--- config.mk ---
export PLATFORM = sky130hd
export DESIGN_NAME = data_sram_bridge_flat
export DESIGN_NICKNAME = d
export VERILOG_FILES = /design/src/rtl/data_sram_bridge_if.sv /design/src/rtl/data_sram_bridge.sv /design/src/flat_wrapper.sv
export SDC_FILE = /design/constraint.sdc
export NUM_CORES = 1
export LEC_CHECK = 0
export BUFFER_PORTS_ARGS = -buffer_cell sky130_fd_sc_hd__buf_2
export CAP_MARGIN = 25
export CORE_MARGIN = 1
export CORE_UTILIZATION = 40
export DETAILED_ROUTE_END_ITERATION = 8
export GPL_TIMING_DRIVEN = 0
export PLACE_DENSITY_LB_ADDON = 0.15
export RECOVER_POWER = 25
export SLEW_MARGIN = 0
export SYNTH_ARGS = -nofsm -noshare
export SYNTH_HDL_FRONTEND = slang
export SYNTH_SLANG_ARGS = --single-unit
export TNS_END_PERCENT = 5
--- constraint.sdc ---
create_clock -name clk -period 3.2 [get_ports clk]
set_input_delay 0.32 -clock clk [delete_from_list [all_inputs] [get_ports clk]]
set_output_delay 0.32 -clock clk [all_outputs]
set_load 0.005 [all_outputs]
--- src/rtl/data_sram_bridge_if.sv ---
// Request/response bus between the data-SRAM bridge (master) and the memory
// system (slave): single-outstanding valid/ready request, one-cycle response pulse.
interface data_sram_bridge_if #(
    parameter int ADDR_W = 32,
    parameter int DATA_W = 32
) ();
    logic                  req_valid;
    logic                  req_ready;
    logic                  req_wr;
    logic [DATA_W/8-1:0]   req_wstrb;
    logic [ADDR_W-1:0]     req_addr;
    logic [DATA_W-1:0]     req_wdata;
    logic                  resp_valid;
    logic [DATA_W-1:0]     resp_rdata;

    modport master (
        output req_valid, req_wr, req_wstrb, req_addr, req_wdata,
        input  req_ready, resp_valid, resp_rdata
    );

    modport slave (
        input  req_valid, req_wr, req_wstrb, req_addr, req_wdata,
        output req_ready, resp_valid, resp_rdata
    );
endinterface

--- src/rtl/data_sram_bridge.sv ---
// Turns the core's one-cycle data-SRAM port into a single-outstanding valid/ready
// bus transaction, stalling the pipeline while the access is in flight.
module data_sram_bridge #(
    parameter int ADDR_W  = 32,
    parameter int DATA_W  = 32,
    parameter int TIMEOUT = 255
) (
    input  logic                clk,
    input  logic                rst,
    input  logic                data_sram_en,
    input  logic [DATA_W/8-1:0] data_sram_wen,
    input  logic [ADDR_W-1:0]   data_sram_addr,
    input  logic [DATA_W-1:0]   data_sram_wdata,
    output logic [DATA_W-1:0]   data_sram_rdata,
    output logic                stallreq,
    output logic                bus_err,
    data_sram_bridge_if.master  bus
);
    localparam int                CNT_W    = $clog2(TIMEOUT + 1);
    localparam logic [CNT_W-1:0]  CNT_LAST = CNT_W'(TIMEOUT - 1);
    localparam logic [DATA_W-1:0] ERR_DATA = DATA_W'(32'hDEAD_BEEF);

    typedef enum logic [1:0] {S_IDLE, S_REQ, S_WAIT, S_DONE} state_t;

    state_t              r_state;
    state_t              w_state_next;
    logic [CNT_W-1:0]    r_cnt;
    logic                r_wr;
    logic [DATA_W/8-1:0] r_wstrb;
    logic [ADDR_W-1:0]   r_addr;
    logic [DATA_W-1:0]   r_wdata;
    logic [DATA_W-1:0]   r_rdata;
    logic                r_err;
    logic                w_timeout;

    assign w_timeout = (r_cnt == CNT_LAST);

    always_comb begin
        w_state_next = r_state;
        case (r_state)
            S_IDLE:  if (data_sram_en) w_state_next = S_REQ;
            S_REQ:   if (bus.req_ready) w_state_next = S_WAIT;
            S_WAIT:  if (bus.resp_valid || w_timeout) w_state_next = S_DONE;
            // The stalled instruction still drives en here; it must not re-issue.
            S_DONE:  w_state_next = S_IDLE;
            default: w_state_next = S_IDLE;
        endcase
    end

    always_ff @(posedge clk or posedge rst) begin
        if (rst) begin
            r_state <= S_IDLE;
            r_cnt   <= '0;
            r_wr    <= 1'b0;
            r_wstrb <= '0;
            r_addr  <= '0;
            r_wdata <= '0;
            r_rdata <= '0;
            r_err   <= 1'b0;
        end else begin
            r_state <= w_state_next;
            case (r_state)
                S_IDLE: begin
                    if (data_sram_en) begin
                        r_wr    <= |data_sram_wen;
                        r_wstrb <= data_sram_wen;
                        r_addr  <= data_sram_addr;
                        r_wdata <= data_sram_wdata;
                    end
                end
                S_REQ: begin
                    if (bus.req_ready) r_cnt <= '0;
                end
                S_WAIT: begin
                    // A response in the final wait cycle beats the timeout.
                    if (bus.resp_valid) begin
                        if (!r_wr) r_rdata <= bus.resp_rdata;
                    end else if (w_timeout) begin
                        if (!r_wr) r_rdata <= ERR_DATA;
                        r_err <= 1'b1;
                    end else begin
                        r_cnt <= r_cnt + CNT_W'(1);
                    end
                end
                default: ;
            endcase
        end
    end

    assign stallreq        = ((r_state == S_IDLE) && data_sram_en)
                           || (r_state == S_REQ) || (r_state == S_WAIT);
    assign data_sram_rdata = r_rdata;
    assign bus_err         = r_err;

    assign bus.req_valid = (r_state == S_REQ);
    assign bus.req_wr    = r_wr;
    assign bus.req_wstrb = r_wstrb;
    assign bus.req_addr  = r_addr;
    assign bus.req_wdata = r_wdata;
endmodule

--- src/flat_wrapper.sv ---
// flat-port wrapper written by rule: the top's interface ports become plain ports
module data_sram_bridge_flat 
#(
    parameter int ADDR_W  = 32,
    parameter int DATA_W  = 32,
    parameter int TIMEOUT = 255
)
  (clk, rst, data_sram_en, data_sram_wen, data_sram_addr, data_sram_wdata, data_sram_rdata, stallreq, bus_err, bus_req_valid, bus_req_wr, bus_req_wstrb, bus_req_addr, bus_req_wdata, bus_req_ready, bus_resp_valid, bus_resp_rdata);
  data_sram_bridge_if #(.ADDR_W(ADDR_W), .DATA_W(DATA_W)) bus_i ();
  input  logic clk;
  input  logic rst;
  input  logic data_sram_en;
  input  logic [DATA_W/8-1:0] data_sram_wen;
  input  logic [ADDR_W-1:0] data_sram_addr;
  input  logic [DATA_W-1:0] data_sram_wdata;
  output logic [DATA_W-1:0] data_sram_rdata;
  output logic stallreq;
  output logic bus_err;
  output wire logic [$bits(bus_i.req_valid)-1:0] bus_req_valid;
  output wire logic [$bits(bus_i.req_wr)-1:0] bus_req_wr;
  output wire logic [$bits(bus_i.req_wstrb)-1:0] bus_req_wstrb;
  output wire logic [$bits(bus_i.req_addr)-1:0] bus_req_addr;
  output wire logic [$bits(bus_i.req_wdata)-1:0] bus_req_wdata;
  input wire logic [$bits(bus_i.req_ready)-1:0] bus_req_ready;
  input wire logic [$bits(bus_i.resp_valid)-1:0] bus_resp_valid;
  input wire logic [$bits(bus_i.resp_rdata)-1:0] bus_resp_rdata;
  assign bus_req_valid = bus_i.req_valid;
  assign bus_req_wr = bus_i.req_wr;
  assign bus_req_wstrb = bus_i.req_wstrb;
  assign bus_req_addr = bus_i.req_addr;
  assign bus_req_wdata = bus_i.req_wdata;
  assign bus_i.req_ready = bus_req_ready;
  assign bus_i.resp_valid = bus_resp_valid;
  assign bus_i.resp_rdata = bus_resp_rdata;
  data_sram_bridge #(.ADDR_W(ADDR_W), .DATA_W(DATA_W), .TIMEOUT(TIMEOUT)) u_core (.clk(clk), .rst(rst), .data_sram_en(data_sram_en), .data_sram_wen(data_sram_wen), .data_sram_addr(data_sram_addr), .data_sram_wdata(data_sram_wdata), .data_sram_rdata(data_sram_rdata), .stallreq(stallreq), .bus_err(bus_err), .bus(bus_i));
endmodule
==> results of run 1 <==
## sequential cells by signal, indices dropped and copies added, names as in the netlist
register and cells:
u_core.bus.req_addr 32, u_core.bus.req_wdata 32, u_core.bus.req_wr 1, u_core.bus.req_wstrb 4, u_core.bus_err 1, u_core.data_sram_rdata 32, u_core.r_cnt 8, u_core.r_state 2
## cells in the final DEF, fill, tap and decap left out, types with 6 or more instances in the layout
master and n:
mux2i_1 9, o22a_1 23, nand2_1 13, buf_2 215, ha_1 6, mux2_2 71
a21oi_1 6, inv_1 15, clkbuf_8 9, dfrtp_1 112
## worst max-delay path: cells and delay by family (launching register included)
family	cells	cell delay [ns]
buf+inv	3	0.70
fa+ha+maj	1	0.22
simple gates	2	0.35
flops	1	0.40
## stage by stage
stage	worst slack (ns)	utilization	power [mW]
2_1_floorplan	1.48	-	3.60
3_3_place_gp	0.805	0.526	4.50
3_5_place_dp	1.22	0.530	4.60
4_1_cts	0.788	0.546	5.38
5_1_grt	0.576	0.544	5.69
6_report	0.843	0.544	5.30
## worst max-delay path by stage
stage | slack, ns | end | startpoint
5_1_grt | 0.58 | u_core.data_sram_rdata[25]$_DFFE_PP0P_ | rst
3_3_place_gp | 0.80 | u_core.data_sram_rdata[11]$_DFFE_PP0P_ | rst
3_5_place_dp | 1.22 | stallreq | u_core.r_state[0]$_DFFE_PP0P_
4_1_cts | 0.79 | stallreq | u_core.r_state[0]$_DFFE_PP0P_
2_1_floorplan | 1.48 | u_core.data_sram_rdata[0]$_DFFE_PP0P_ | u_core.r_state[0]$_DFFE_PP0P_
6_report | 0.84 | stallreq | u_core.r_state[0]$_DFFE_PP0P_
## cell families (layout without fill, tap and decap cells)
group                    Yosys count  count (layout)
AND/OR/NAND/NOR                   31              31
flip-flops                       112             112
multiplexers                      80              80
adder cells (fa/ha/maj)            6               6
AO/OA/AOI/OAI                     46              46
buffers and inverters             32             258
## where the power goes
group / leakage (nW) / switching, mW / total, mW / internal, mW
registers: 1.33 / 0.325 / 2.41 / 2.09
logic: 1.52 / 0.887 / 2.11 / 1.23
clock network: 0.0789 / 0.489 / 0.776 / 0.287
total: 2.93 / 1.70 / 5.30 / 3.60
## final cells by class
cell class / instances / area (um^2)
fill: 991 / 4970
inverter: 17 / 65.1
buffer: 15 / 118
timing repair buffer: 210 / 1070
sequential: 112 / 2800
tap: 140 / 175
clock buffer: 10 / 128
clock inverter: 6 / 45.0
multi-input combinational: 163 / 1520
## metal layers
metal | GRT usage | up-vias
met4 | 0.0646 | 2
li1 | - | 1534
met1 | 0.209 | 1590
met2 | 0.314 | 115
met5 | 0 | -
met3 | 0.0470 | 12
==> metrics.md, run 1 <==
| Metric | Value |
|---|---|
| CTS root buf | `clkbuf_8` |
| CTS clk-pin slew, worst paths | `0.11 ns` |
| CTS sink count | `112` |
| Status | `finished with violations` |
| # Max-Cap Violations | `1` |
| Static leakage | `2.93 nW` |
| Critical Path AT | `2.04 ns` |
| # diodes | `0` |
| Global route overflow | `0` |
| R2r startpoint | `u_core.r_state[0]$_DFFE_PP0P_` |
| Crit path cell chain | `inv_1, ha_1, nand2_1, clkbuf_1, nand2_1, buf_2` |
| Mean Syn Cell Area | `14.7 um^2` |
| Cell Area, Placed | `5770 um^2` |
| Sequential-to-total area share from yosys stat | `0.622` |
| Worst Hold Depth | `2` |
| Area delta synth->final | `31.4%` |
| Hold wc startpoint | `bus_resp_rdata[30]` |
| RD Place Congestion | `0.739` |
| Synthesized Nets | `418` |
| Post-DP HPWL | `7950 um` |
| Detailed router's first-iteration violation count | `143` |
| Synth Flop Type | `dfrtp_1` |
| Number of enable flip-flop cells after synthesis | `0` |
| Die X-Extent | `108 um` |
| Worst path max stage delay | `0.46 ns` |
| Most frequent cells after synthesis | `dfrtp_1, mux2_2, o22a_1` |
| Highest Signal Layer | `met5` |
| Main area contributors after synthesis | `dfrtp_1, mux2_2, o22a_1` |
| Post-CTS sizing | `0` |
| Pwr dens | `895 nW/um^2` |
| Cell taking the most area after synthesis | `dfrtp_1` |
| Via count | `3,253` |
| Setup slack, reg-to-reg | `1.29 ns` |
| Crit-path slowest cell | `clkbuf_1` |
| Post-synthesis adder-cell area fraction | `0.0167` |
| Post-Synth Simple-Gate Area | `0.0383` |
| Post-Route M1 WL | `4210 um` |
| Final Hold Vio Count | `0` |
| Core area | `10,900 um^2` |
| Routed vias/inst | `4.83` |
| DR WL met3 | `725 um` |
| Final max-slew violation count | `36` |
| XOR/XNOR share of the synthesized area | `0` |
| Cts bufs inserted | `9` |
| Cell mode on critical path | `nand2_1` |
| Post-Syn Area | `4510 um^2` |
| Critical path data required time | `2.88 ns` |
| Ys async rst share | `1.00` |
| Synth Area in Compound Gates | `0.0855` |
| Initial DRT Pass Iterations | `4` |
| Worst min-delay path class | `in -> reg` |
| Worst-skew pair later-pin latency | `0.38 ns` |
| Distinct cells, synth | `38` |
| Depth of the CTS H-tree | `3` |
| DP Cell Count | `657` |
| Worst Hold End | `u_core.data_sram_rdata[30]$_DFFE_PP0P_` |
| Final setup fails | `0` |
| Vias in the first global route | `3,272` |
| Hold Buf Count CTS | `0` |
| Starting density of the core | `0.414` |
| Setup TNS | `0 ns` |
| DIE AREA | `11,700 um^2` |
| WS Path Type | `reg -> out` |
| Crit-path max FO | `10` |
| Largest family of logic cells by synthesized area | `multiplexers` |
| Max Clock Skew | `0.00990 ns` |
| Yosys warnings | `0` |
| Crit path time final | `2.36 ns` |
| Post-synthesis mux area share | `0.197` |
| Final instance area | `5920 um^2` |
| Wirelength per Cell | `15.4 um` |
| Std-Cell Rows | `38` |
| RSZ-0062 raised after global routing | `no` |
| Buffer depth of the longest clock path | `2` |
| CP Capture Type | `output pin` |
| Non-Filler Instances | `673` |
| PortBufs | `208` |
| Maximum vdd drop | `364 uV` |
| Worst Setup Start Kind | `flop` |
| Failing checks | `capacitance limit, slew limit` |
| Final antenna-violating net count | `0` |
| Seq cells post-synth | `112` |
| # DRC | `0` |
| R2R depth | `5` |
| Nets | `639` |
| Synth top area share | `0.622` |
| First-pass GRT wire length | `15,900 um` |
| Fmax | `424 MHz` |
| CTS tree | `built` |
| Period utilisation layout | `0.736` |
| WL met2 | `5300 um` |
| Total wire length | `10,400 um` |
| Most frequent cell after synthesis | `dfrtp_1` |
| Slew margin rel. | `-0.0774` |
| Pin count of the biggest net entering global routing | `42` |
| Layout cells sized above 1 | `0.598` |
| Actual slew at the worst max-slew pin | `1.61 ns` |
| Post-CTS setup buffer count | `0` |
| Chip height | `108 um` |
| Total track usage | `0.179` |
| Top-Level Pins | `209` |
| Initial antenna violation count | `1` |
| Post-Syn Instances | `307` |
| WHS | `0.151 ns` |
| Capture point of the worst reg-to-reg path | `u_core.bus.req_addr[16]$_DFFE_PP0P_` |
No activity file was read; power rests on OpenSTA's default activity.
==> inputs of run 2 (changes only) <==
--- a/config.mk
+++ b/config.mk
@@ -5,6 +5,7 @@
 export SDC_FILE = /design/constraint.sdc
 export NUM_CORES = 1
 export LEC_CHECK = 0
+export ABC_AREA = 1
 export BUFFER_PORTS_ARGS = -buffer_cell sky130_fd_sc_hd__buf_2
 export CAP_MARGIN = 25
 export CORE_MARGIN = 1
==> constraint.sdc (replaced) <==
create_clock -name clk -period 2.2 [get_ports clk]
set_input_delay 0.22 -clock clk [delete_from_list [all_inputs] [get_ports clk]]
set_output_delay 0.22 -clock clk [all_outputs]
set_load 0.005 [all_outputs]
==> run 2 against run 1 <==
The flow still finishes with violations (capacitance limit, slew limit). Routed wire length rose by 12%. Area after synthesis rose by 2.4%. Global-route usage increased by 2.2 points. Cell count up 32%. Flip-flop and latch count is the same. Power up 44%. Critical path type unchanged. Combinational power up 27%. Via count is 24% higher. Hold slack lost 0.092 ns. Register-to-register slack worse by 0.91 ns. Sequential power up 40%. Synthesized cell count increased by 69%. Critical endpoint unchanged.
==> metrics.md, run 2 <==
| Metric | Value |
|---|---|
| Cts bufs inserted | `9 (unchanged)` |
| Ys async rst share | `1.00 (unchanged)` |
| # diodes | `0 (unchanged)` |
| Worst Setup Start Kind | `flop` |
| Post-DP HPWL | `8680 um (+9.2%)` |
| Buffer depth of the longest clock path | `2 (unchanged)` |
| Fmax | `507 MHz` |
| Wirelength per Cell | `13.1 um (-15%)` |
| Number of enable flip-flop cells after synthesis | `0 (unchanged)` |
| Synth Flop Type | `dfrtp_1` |
| Global route overflow | `0 (unchanged)` |
| Via count | `4,038 (+24%)` |
| CTS clk-pin slew, worst paths | `0.07 ns (-0.04 ns)` |
| RSZ-0062 raised after global routing | `no` |
| Max Clock Skew | `0.00664 ns (-0.00325 ns)` |
| Seq cells post-synth | `112 (unchanged)` |
| Vias in the first global route | `3,891 (+19%)` |
| Final antenna-violating net count | `0 (unchanged)` |
| Final instance area | `6160 um^2 (+4.1%)` |
| Worst Hold Depth | `3 (+1)` |
| Actual slew at the worst max-slew pin | `1.70 ns (+0.0903 ns)` |
| Sequential-to-total area share from yosys stat | `0.607 (-0.0145)` |
| Routed vias/inst | `4.56 (-5.7%)` |
| Maximum vdd drop | `547 uV (+50%)` |
| Pwr dens | `1240 nW/um^2 (+38%)` |
| Synth top area share | `0.607 (-0.0145)` |
| Period utilisation layout | `0.897` |
| Pin count of the biggest net entering global routing | `43 (+2.4%)` |
| Detailed router's first-iteration violation count | `153 (+7.0%)` |
| Post-Synth Simple-Gate Area | `0.250 (+0.211)` |
| Post-Syn Area | `4610 um^2 (+2.4%)` |
| Worst-skew pair later-pin latency | `0.35 ns (-0.03 ns)` |
| Starting density of the core | `0.418 (+0.00440)` |
| # DRC | `0 (unchanged)` |
| WS Path Type | `reg -> out` |
| Layout cells sized above 1 | `0.349 (-0.250)` |
| GR peak layer | `met2` |
| Met1 usage | `0.239 (+0.0292)` |
| CTS root buf | `clkbuf_16` |
| Total track usage | `0.201 (+0.0219)` |
| Final Hold Vio Count | `0 (unchanged)` |
| Tot Pwr | `7.62 mW (+44%)` |
| Yosys warnings | `0 (unchanged)` |
| Area delta synth->final | `33.5%` |
| Initial DRT Pass Iterations | `4 (unchanged)` |
| First-pass GRT wire length | `18,200 um (+15%)` |
| Synthesized Nets | `631 (+51%)` |
| Cell Area, Placed | `5870 um^2 (+1.9%)` |
| Post-synthesis adder-cell area fraction | `0.0163 (-0.000388)` |
| Final max-slew violation count | `34 (-5.6%)` |
| Total wire length | `11,600 um (+12%)` |
| CTS tree | `built` |
| Crit path time final | `1.97 ns` |
| R2R depth | `8 (+3)` |
| Most frequent cell after synthesis | `nand2_1` |
| PortBufs | `208 (unchanged)` |
| Grt met3 use | `0.0688 (+0.0217)` |
| Distinct cells, synth | `25 (-34%)` |
| Final setup fails | `0 (unchanged)` |
| Die X-Extent | `109 um (+1.2%)` |
| Chip height | `109 um (+1.2%)` |
| DIE AREA | `12,000 um^2 (+2.3%)` |
| Crit-path max FO | `10 (unchanged)` |
| Depth of the CTS H-tree | `3 (unchanged)` |
| Cell taking the most area after synthesis | `dfrtp_1` |
| Core area | `11,000 um^2 (+1.3%)` |
| CP Capture Type | `output pin` |
| Critical path data required time | `1.98 ns (-0.90 ns)` |
| Most frequent cells after synthesis | `nand2_1, dfrtp_1, inv_1` |
| Slew margin rel. | `-0.138 (-0.0605)` |
| Synth Area in Compound Gates | `0.0626 (-0.0229)` |
| Post-CTS setup buffer count | `0 (unchanged)` |
| Critical Path AT | `1.75 ns (-0.29 ns)` |
| Commonest non-fill, non-tap cells in the layout | `nand2_1, buf_2, dfrtp_1, inv_1, nor2_1` |
| Top-Level Pins | `209 (unchanged)` |
| Nets | `852 (+33%)` |
| Largest family of logic cells by synthesized area | `simple AND/OR/NAND/NOR gates` |
| Most common cell after layout, fill and taps aside | `nand2_1` |
| Initial antenna violation count | `0 (-1)` |
| XOR/XNOR share of the synthesized area | `0.00569 (+0.00569)` |
| Std-Cell Rows | `38 (unchanged)` |
| Mean Syn Cell Area | `8.87 um^2 (-40%)` |
| Post-synthesis mux area share | `0 (-0.197)` |
| Static leakage | `3.57 nW (+22%)` |
| Main area contributors after synthesis | `dfrtp_1, nand2_1, inv_1` |
| Post-Syn Instances | `520 (+69%)` |
| Grt met2 use | `0.327 (+0.0122)` |
| # Max-Cap Violations | `1 (unchanged)` |
| RD Place Congestion | `0.812 (+9.9%)` |
| Failing checks | `capacitance limit, slew limit` |
| Worst min-delay path class | `in -> reg` |
| CTS sink count | `112 (unchanged)` |
| Status | `finished with violations` |
[run 2: worst max-delay path, cell delays in order, from the launching register on]
cell	delay (ns)
dfrtp_1	0.38
inv_1	0.09
ha_1	0.23
nand2_2	0.21
clkbuf_2	0.27
nand3_1	0.09
buf_2	0.14
[run 2: logic make-up after synthesis]
| family | Yosys count |
|---|---|
| AO/OA/AOI/OAI | 46 |
| flip-flops | 112 |
| AND/OR/NAND/NOR | 292 |
| adder cells (fa/ha/maj) | 6 |
| XOR/XNOR | 3 |
| buffers and inverters | 61 |
[run 2: layout make-up]
type | instances | area [um^2]
Multi-Input combinational cell | 347 | 1550
Clock buffer | 14 | 274
Fill cell | 1064 | 4870
Clock inverter | 2 | 12.5
Inverter | 40 | 151
Tap cell | 140 | 175
Sequential cell | 112 | 2800
Timing Repair Buffer | 210 | 1080
Buffer | 21 | 120
[run 2: layer usage]
layer	share of wire	vias to the layer above
met2	0.47	158
met4	0.021	0
met3	0.088	18
li1	-	2022
met5	0	-
met1	0.42	1840
[run 2: worst paths after layout]
path / start / endpoint / slack (ns)
max in group asynchronous: rst / u_core.bus.req_addr[16]$_DFFE_PP0P_ / 1.06
min in group asynchronous: rst / u_core.data_sram_rdata[8]$_DFFE_PP0P_ / 0.28
hold / removal: data_sram_wdata[17] / u_core.bus.req_wdata[17]$_DFFE_PP0P_ / 0.06
setup reg to reg: u_core.r_state[0]$_DFFE_PP0P_ / u_core.data_sram_rdata[25]$_DFFE_PP0P_ / 0.38
setup / recovery: u_core.r_state[0]$_DFFE_PP0P_ / stallreq / 0.23
hold reg to reg: u_core.bus.req_addr[18]$_DFFE_PP0P_ / u_core.bus.req_addr[18]$_DFFE_PP0P_ / 0.48
[run 2: power by group]
group          total, mW  switching, mW  leakage, nW  internal, mW
clock               1.58          0.714        0.139         0.861
sequential          3.38          0.463         1.35          2.91
combinational       2.67           1.46         2.09          1.21
[run 2: what timing repair did]
action | in CTS | in global routing
pin swaps | 0 | 0
gates resized for setup | 1 | 1
setup endpoints to repair | 1 | 1
hold buffers | 0 | 0
[run 2: per-stage QoR]
step           hold slack [ns]   util  cells  TNS (ns)  setup WS [ns]
5_1_grt                 0.0520  0.559    886         0          0.103
3_5_place_dp             0.417  0.533    870         0          0.286
4_1_cts                 0.0393  0.559    886         0         0.0148
6_report                0.0582  0.559    886         0          0.227
2_1_floorplan            0.330      -    520         0          0.623
3_3_place_gp             0.413  0.529    868    -12.47         -0.118
